==> src/rtl/hls_kernel_shell.sv <==
// Host-side shell around one HLS kernel: burst-reads a job into a local buffer,
// starts the kernel on it, then writes the buffer back and reports done/error.
module hls_kernel_shell #(
  parameter int DATA_WID    = 32,
  parameter int ADDR_WID    = 5,
  parameter int CNT_WID     = 16,
  parameter int TIMEOUT_CYC = 0
) (
  input  logic                clk,
  input  logic                reset,
  input  logic                start,
  input  logic [63:0]         read_base,
  input  logic [63:0]         write_base,
  input  logic [63:0]         read_stride,
  input  logic [63:0]         write_stride,
  input  logic [CNT_WID-1:0]  num_read,
  input  logic [CNT_WID-1:0]  num_write,
  input  logic                read_ready,
  input  logic [DATA_WID-1:0] read_data,
  output logic                read_enable,
  output logic [63:0]         read_addr,
  output logic                finish_read,
  input  logic                write_ready,
  output logic                write_enable,
  output logic [63:0]         write_addr,
  output logic [DATA_WID-1:0] write_data,
  output logic                finish_write,
  output logic                busy,
  output logic                done,
  output logic                error,
  output logic [DATA_WID-1:0] returnvalue,
  output logic                k_start,
  input  logic                k_done,
  input  logic [DATA_WID-1:0] k_return,
  input  logic [ADDR_WID-1:0] k_addr0,
  input  logic [ADDR_WID-1:0] k_addr1,
  input  logic                k_ce0,
  input  logic                k_ce1,
  input  logic                k_we0,
  input  logic                k_we1,
  input  logic [DATA_WID-1:0] k_d0,
  input  logic [DATA_WID-1:0] k_d1,
  output logic [DATA_WID-1:0] k_q0,
  output logic [DATA_WID-1:0] k_q1
);

  localparam int          DEPTH_N = 1 << ADDR_WID;
  localparam logic [63:0] DEPTH   = 64'(DEPTH_N);
  localparam logic [CNT_WID:0] CNT_ONE = (CNT_WID+1)'(1);
  localparam logic [31:0] TO_LAST = 32'(TIMEOUT_CYC - 1);

  typedef enum logic [2:0] {S_IDLE, S_READ, S_RUN, S_WRITE, S_DONE} state_t;
  state_t state, state_next;

  logic [DATA_WID-1:0] mem [DEPTH_N];
  logic [63:0]         rs_q, ws_q;
  logic [CNT_WID-1:0]  nr_q, nw_q, rd_cnt, wr_cnt;
  logic [31:0]         run_cnt;
  logic                args_bad, rd_fire, rd_last, wr_fire, wr_last, timeout_hit;

  // Handshake: a beat transfers on a rising edge where enable and ready are both
  // high; enable stays up (address/data stable) until the beat is taken.
  assign args_bad = (num_read == '0) || (64'(num_read) > DEPTH) || (64'(num_write) > DEPTH);
  assign rd_fire  = (state == S_READ) && read_ready;
  assign rd_last  = rd_fire && (({1'b0, rd_cnt} + CNT_ONE) == {1'b0, nr_q});
  assign wr_fire  = (state == S_WRITE) && write_ready;
  assign wr_last  = wr_fire && (({1'b0, wr_cnt} + CNT_ONE) == {1'b0, nw_q});
  // k_done in the same cycle as expiry wins, so it is excluded here.
  assign timeout_hit = (TIMEOUT_CYC != 0) && (state == S_RUN) && !k_done && (run_cnt == TO_LAST);

  always_comb begin
    state_next   = state;
    read_enable  = 1'b0;
    write_enable = 1'b0;
    write_data   = '0;
    busy         = (state != S_IDLE);
    done         = 1'b0;
    case (state)
      S_IDLE:  if (start) state_next = args_bad ? S_DONE : S_READ;
      S_READ: begin
        read_enable = 1'b1;
        if (rd_last) state_next = S_RUN;
      end
      S_RUN: begin
        if (k_done)           state_next = (nw_q != '0) ? S_WRITE : S_DONE;
        else if (timeout_hit) state_next = S_DONE;
      end
      S_WRITE: begin
        write_enable = 1'b1;
        write_data   = mem[wr_cnt[ADDR_WID-1:0]];
        if (wr_last) state_next = S_DONE;
      end
      S_DONE: begin
        done       = 1'b1;
        state_next = S_IDLE;
      end
      default: state_next = S_IDLE;
    endcase
  end

  always_ff @(posedge clk) begin
    if (reset) begin
      state        <= S_IDLE;
      rs_q         <= '0;
      ws_q         <= '0;
      nr_q         <= '0;
      nw_q         <= '0;
      rd_cnt       <= '0;
      wr_cnt       <= '0;
      run_cnt      <= '0;
      read_addr    <= '0;
      write_addr   <= '0;
      finish_read  <= 1'b0;
      finish_write <= 1'b0;
      k_start      <= 1'b0;
      error        <= 1'b0;
      returnvalue  <= '0;
    end else begin
      state        <= state_next;
      finish_read  <= rd_fire && !rd_last;
      finish_write <= wr_fire && !wr_last;
      k_start      <= rd_last;
      case (state)
        S_IDLE: if (start) begin
          rs_q       <= read_stride;
          ws_q       <= write_stride;
          nr_q       <= num_read;
          nw_q       <= num_write;
          read_addr  <= read_base;
          write_addr <= write_base;
          rd_cnt     <= '0;
          wr_cnt     <= '0;
          error      <= args_bad;
        end
        S_READ: if (rd_fire) begin
          rd_cnt    <= rd_cnt + 1'b1;
          read_addr <= read_addr + rs_q;
          if (rd_last) run_cnt <= '0;
        end
        S_RUN: begin
          run_cnt <= run_cnt + 32'd1;
          if (k_done)           returnvalue <= k_return;
          else if (timeout_hit) error       <= 1'b1;
        end
        S_WRITE: if (wr_fire) begin
          wr_cnt     <= wr_cnt + 1'b1;
          write_addr <= write_addr + ws_q;
        end
        default: ;
      endcase
    end
  end

  // Buffer is deliberately not reset; port 1 is written last so it wins a collision.
  always_ff @(posedge clk) begin
    if (rd_fire) mem[rd_cnt[ADDR_WID-1:0]] <= read_data;
    if (state == S_RUN) begin
      if (k_ce0 && k_we0) mem[k_addr0] <= k_d0;
      if (k_ce1 && k_we1) mem[k_addr1] <= k_d1;
    end
  end

  always_ff @(posedge clk) begin
    if (reset) begin
      k_q0 <= '0;
      k_q1 <= '0;
    end else if (state == S_RUN) begin
      if (k_ce0) k_q0 <= mem[k_addr0];
      if (k_ce1) k_q1 <= mem[k_addr1];
    end
  end

endmodule

==> config.mk <==
export PLATFORM = sky130hd
export DESIGN_NAME = hls_kernel_shell
export DESIGN_NICKNAME = d
export VERILOG_FILES = /design/src/rtl/hls_kernel_shell.sv
export SDC_FILE = /design/constraint.sdc
export NUM_CORES = 2
export LEC_CHECK = 0
export ABC_CLOCK_PERIOD_IN_PS = 10900
export BUFFER_PORTS_ARGS = -buffer_cell sky130_fd_sc_hd__buf_2
export CAP_MARGIN = 5
export CORE_ASPECT_RATIO = 0.5
export CORE_MARGIN = 3
export CORE_UTILIZATION = 61
export DETAILED_ROUTE_END_ITERATION = 16
export GPL_TIMING_DRIVEN = 0
export PLACE_DENSITY = 0.81
export SKIP_CTS_REPAIR_TIMING = 1
export SLEW_MARGIN = 10
export SYNTH_ARGS = -nofsm -noshare
export SYNTH_HDL_FRONTEND = slang
export SYNTH_SLANG_ARGS = --single-unit
==> constraint.sdc <==
create_clock -name clk -period 10.9 [get_ports clk]
set_input_delay 1.635 -clock clk [delete_from_list [all_inputs] [get_ports clk]]
set_output_delay 1.635 -clock clk [all_outputs]
set_load 0.1 [all_outputs]
# Word level (Yosys, flattened, before mapping)
# Memories as Yosys holds them, arrays and structs flattened. A register that Yosys moved wholly into a read port is not among the register bits.
# Cells that the tools add are included.
dict set report classes {
  n_addsub 6
  n_mul 0
  n_div 0
  n_lt_le_gt_ge 2
  eq_ne 12
  shifts 0
  n_mux 35
  bitwise_logic 0
  n_reduce_logical 26
}
# operator count
set ops {}
lappend ops {{two-way mux 64 bit} 4}
lappend ops {{one-hot mux 64 bit (2 select lines)} 2}
lappend ops {{adder 64 bit} 2}
lappend ops {{two-way mux 32 bit} 2}
lappend ops {{one-hot mux 16 bit (2 select lines)} 2}
lappend ops {{two-way mux 16 bit} 3}
lappend ops {{adder 16 x 1 -> 17 bit, second input constant} 2}
lappend ops {{equality test 17 x 16 -> 1 bit} 2}
lappend ops {{adder 16 x 1 -> 16 bit, second input constant} 2}
lappend ops {{greater-than comparator 16 x 6 -> 1 bit, second input constant} 2}
lappend ops {{OR reduction 32 bit} 1}
lappend ops {{two-way mux 3 bit} 6}
lappend ops {{logical NOT 16 bit} 1}
lappend ops {{nonzero test 16 bit} 1}
lappend ops {{two-way mux 5 bit} 3}
lappend ops {{two-way mux 1 bit} 12}
lappend ops {{inequality test 2 bit, second input constant} 6}
lappend ops {{one-hot mux 3 bit (4 select lines)} 1}
lappend ops {{logical AND 1 bit} 8}
lappend ops {{AND reduction 2 bit} 4}
lappend ops {{equality test 3 x 2 -> 1 bit, second input constant} 2}
lappend ops {{AND reduction 3 bit} 2}
lappend ops {{AND reduction 4 bit} 1}
lappend ops {{nonzero test 2 bit} 2}
lappend ops {{other kinds (6)} 8}
dict set report word_totals {
  regBits 359
  latchBits 0
  ramBits 1024
  romBits 0
  out_inout_bits 264
  wordCells 96
  memories 1
}
# memory depth word_bits read_ports rd_clocked_by_memory_dff wr line
set memory_table {}
lappend memory_table {mem 32 32 3 3 2 55} ;# logic [DATA_WID-1:0] mem [DEPTH_N];

# Logic depth before layout (Yosys ltp)
dict set report logic_depth {
  depth_word 6
  depth_mapped 12
  depth_no_buf 12
}

# Worst setup path before layout
# Ideal clock, no wire load.
dict set report synth_timing {
  path_type {input port to flip-flop}
  start {in k_ce0}
  end {mem mem[19][0], enable pin}
  setup_time_ps 466
  t_arrival_ps 5144
  setup_slack_ps 5291
  stages 8
  path_buffers 2
  path_cell_list {and3_1 clkbuf_1 nand2_1 buf_2 nor3_1 a21oi_1 or2_2 o21ai_0}
}
# element line
set synth_rtl {}
lappend synth_rtl {{start: declaration} 37} ;# input logic k_ce0,
lappend synth_rtl {{end: declaration} 55}

==> run metrics <==
status complete, but fails checks; failing checks max-capacitance violations, max-slew violations; Seq/Total Area, Yosys 43.14%; Starting Density 61.99%; CP Data Arrival Time 5.91 ns; H-tree lvl count 4; clk sink count 1452; maximum VDD drop 0.0001671 V; CP Capture Point write_data[24]; Worst Tran Pin Value 1.531 ns; Gate power share 36.2%; multiplexer share of the synthesized area 24.82%; layout net count 9854; Worst path max stage delay 1.12 ns; Worst R2R Setup Slack 6.00 ns; clock root buffer clkbuf_16; CTS tree done; Layout Cells excl Fill 11390; io pins 700; DP Cell Count 11100; Core Region 147000 µm²; ys flop type edfxtp_1; I/O Buffers 689; largest cells by area after synthesis edfxtp_1 (34%), mux4_2 (23%), dfxtp_1 (9.4%), a21oi_1 (8.7%), nor2_1 (5.6%); CP Capture Type output port; Mapped Nets 8971; synthesized instance count 8405; Avg Cell Area, Syn 10.84 µm²; PwrDens 181.0 nW/µm²; Fillers 10810; sequential share of power 36.2%; most frequent cells in the layout a21oi_1 (1578), nor2_1 (1351), edfxtp_1 (1024); critical path required time 9.27 ns; post-DR wirelength/cell 37.31 µm; total power 18.65 mW; Sw Ratio 42.07%; Max-slew headroom -2.036%; Worst R2R Path Depth 9; router iterations before antenna repair 7; area leader, netlist edfxtp_1; Synth Area in Compound Gates 14.03%; largest net degree at the start of global routing 24; Setup-failing EPs final 0; Reg2Reg Launch Point state[2]; Via-to-Cell Ratio 7.506; Finished Cell Area 103000 µm²; Tot GR Track Use 53.96%; Die X 552.6 µm; Clock power frac 27.6%; placed cell area 98340 µm²; Die Y-Extent 279.3 µm; 1st-iter DRT viols 16700; DRC 0; setup_tns 0 ns; Max FO, Critical Path 10; Static Leak 36.83 nW; final wirelength 425000 µm; Final Skew 0.05763 ns; Slowest cell on crit path clkbuf_1; Die Area 154400 µm²; GRT overflow 0; initial antenna violation count 37; Max Transition Viols Final 33; first-pass GRT wire length 585000 µm; Synth Area in Simple Gates 10.62%; Maximum Capacitance Violations 4; num rows 99; Tcrit/Tclk final 69.21%; post-synthesis cell area 91140 µm²; worst min path class reg -> reg; RSZ-0062 raised after global routing no; Post-synth ARST share 0%; Pint 10.80 mW; switching power 7.844 mW; Synth Warn # 0; fin util 70.06%; vias in the first global route 79660; Clk Latency, worst-skew pair 0.84 ns; CTS buffer count 146; antenna-violating nets left 0; startpoint types flip-flop; max frequency 132.6 MHz; Yosys cell types 101; Period minus WS final 7.544 ns; via count 85500; routability congestion estimate 1.118; Clock Pin Slew Worst Setup and Hold Paths 0.07 ns; Clock Tree Buf Depth 4; critical path class reg -> out; Synth top area share 33.74%; DP HPWL 331000 µm; most frequent CP cell clkbuf_1; largest family of logic cells by synthesized area multiplexers; Final Hold Fails 0; area share of xor/xnor cells in the synthesized design 1.509%; hold path depth 2; post-synthesis adder-cell area fraction 1.801%; #FFs+latches synth 1452; FF-to-FF End mem[16][28]; layout cells sized above 1 22.81%; P&R area growth vs syn 13.02%; crit-path cells clkbuf_1 -> clkbuf_1 -> clkbuf_1 -> mux4_2 -> mux4_2 -> mux2i_1 -> nor2_1 -> buf_2; number of flops mapped to enable cells by yosys 1024; most common cell after layout, fill and taps aside a21oi_1
==> synthesized netlist by cell type, types with 16 or more instances <==
cell / n
a211oi_1: 91
a21o_1: 76
a21oi_1: 1579
a221oi_1: 39
a22oi_1: 35
a311oi_1: 20
a31oi_1: 21
and2_1: 16
and3_1: 26
buf_1: 115
buf_2: 98
clkbuf_1: 677
dfxtp_1: 428
edfxtp_1: 1024
ha_1: 128
inv_1: 52
mux2i_1: 170
mux4_2: 926
nand2_1: 748
nand2b_1: 19
nand3_1: 44
nand4_1: 45
nor2_1: 1352
nor2b_1: 16
nor3_1: 44
nor4_1: 17
o211ai_1: 17
o21a_1: 20
o21ai_0: 137
o21bai_1: 37
o22ai_1: 25
xnor2_1: 92
xor2_1: 65
==> routing by layer <==
layer / GRT usage [%] / routed length (µm)
met1: 65.45 / 132600
met2: 74.23 / 168600
met3: 23.94 / 75990
met4: 45.23 / 47700
met5: 0 / 103
==> state kept, by name, summed over array words and instances, names as in the netlist, named ones only <==
register      cells
error             1
finish_read       1
finish_write      1
k_q0             32
k_q1             32
k_start           1
mem            1024
nr_q             16
nw_q             16
rd_cnt           16
read_addr        64
returnvalue      32
rs_q             64
state             3
wr_cnt           16
write_addr       64
ws_q             64
==> worst min path at each step <==
| stage | from | end | slack (ns) |
|---|---|---|---|
| final | returnvalue[29] | returnvalue[29] | 0.45 |
| after detailed placement | returnvalue[26] | returnvalue[26] | 0.44 |
| after CTS | returnvalue[26] | returnvalue[26] | 0.45 |
| after floorplan | rs_q[0] | rs_q[0] | 0.44 |
| after global placement | returnvalue[20] | returnvalue[20] | 0.44 |
| after global routing | returnvalue[19] | returnvalue[19] | 0.47 |
==> metrics by stage <==
stage / hold slack (ns) / setup slack [ns]
global route: 0.4674 / 3.496
floorplan: 0.4400 / 5.291
global placement: 0.4389 / 0.09053
finish: 0.4519 / 3.356
detailed placement: 0.4442 / 4.556
CTS: 0.4524 / 3.735
==> power groups by stage <==
stage	logic, mW	registers [mW]	clock network [mW]
4_1_cts	6.51	6.72	4.99
3_5_place_dp	6.48	6.84	0
6_report	6.75	6.75	5.14
3_3_place_gp	6.39	6.83	0
2_1_floorplan	3.05	8.25	0
5_1_grt	6.98	6.77	5.20
==> worst max-delay path: cells and delay by family, from the launching register on <==
kind                   cells  cell delay (ns)
buffers and inverters      4             2.63
flip-flops                 1             0.70
multiplexers               3             1.66
AND/OR/NAND/NOR            1             0.07
==> layout make-up <==
| cell class | instances | area (µm²) | share of cell area, % |
|---|---|---|---|
| Clock buffer | 212 | 4209 | 4.086 |
| Buffer | 896 | 3576 | 3.472 |
| Tap cell | 1969 | 2464 | 2.392 |
| Inverter | 55 | 206.4 | 0.2004 |
| Multi-Input combinational cell | 6002 | 48570 | 47.15 |
| Timing Repair Buffer | 735 | 4322 | 4.195 |
| Clock inverter | 40 | 270.3 | 0.2624 |
| Sequential cell | 1452 | 39320 | 38.17 |
| Antenna cell | 31 | 77.57 | 0.07531 |
==> logic make-up after synthesis <==
group | after synthesis
AO/OA/AOI/OAI | 2227
buffers and inverters | 951
adder cells (fa/ha/maj) | 130
multiplexers | 1102
XOR/XNOR | 157
AND/OR/NAND/NOR | 2386
flip-flops | 1452
Note: power is estimated with default switching activity, not from simulation.
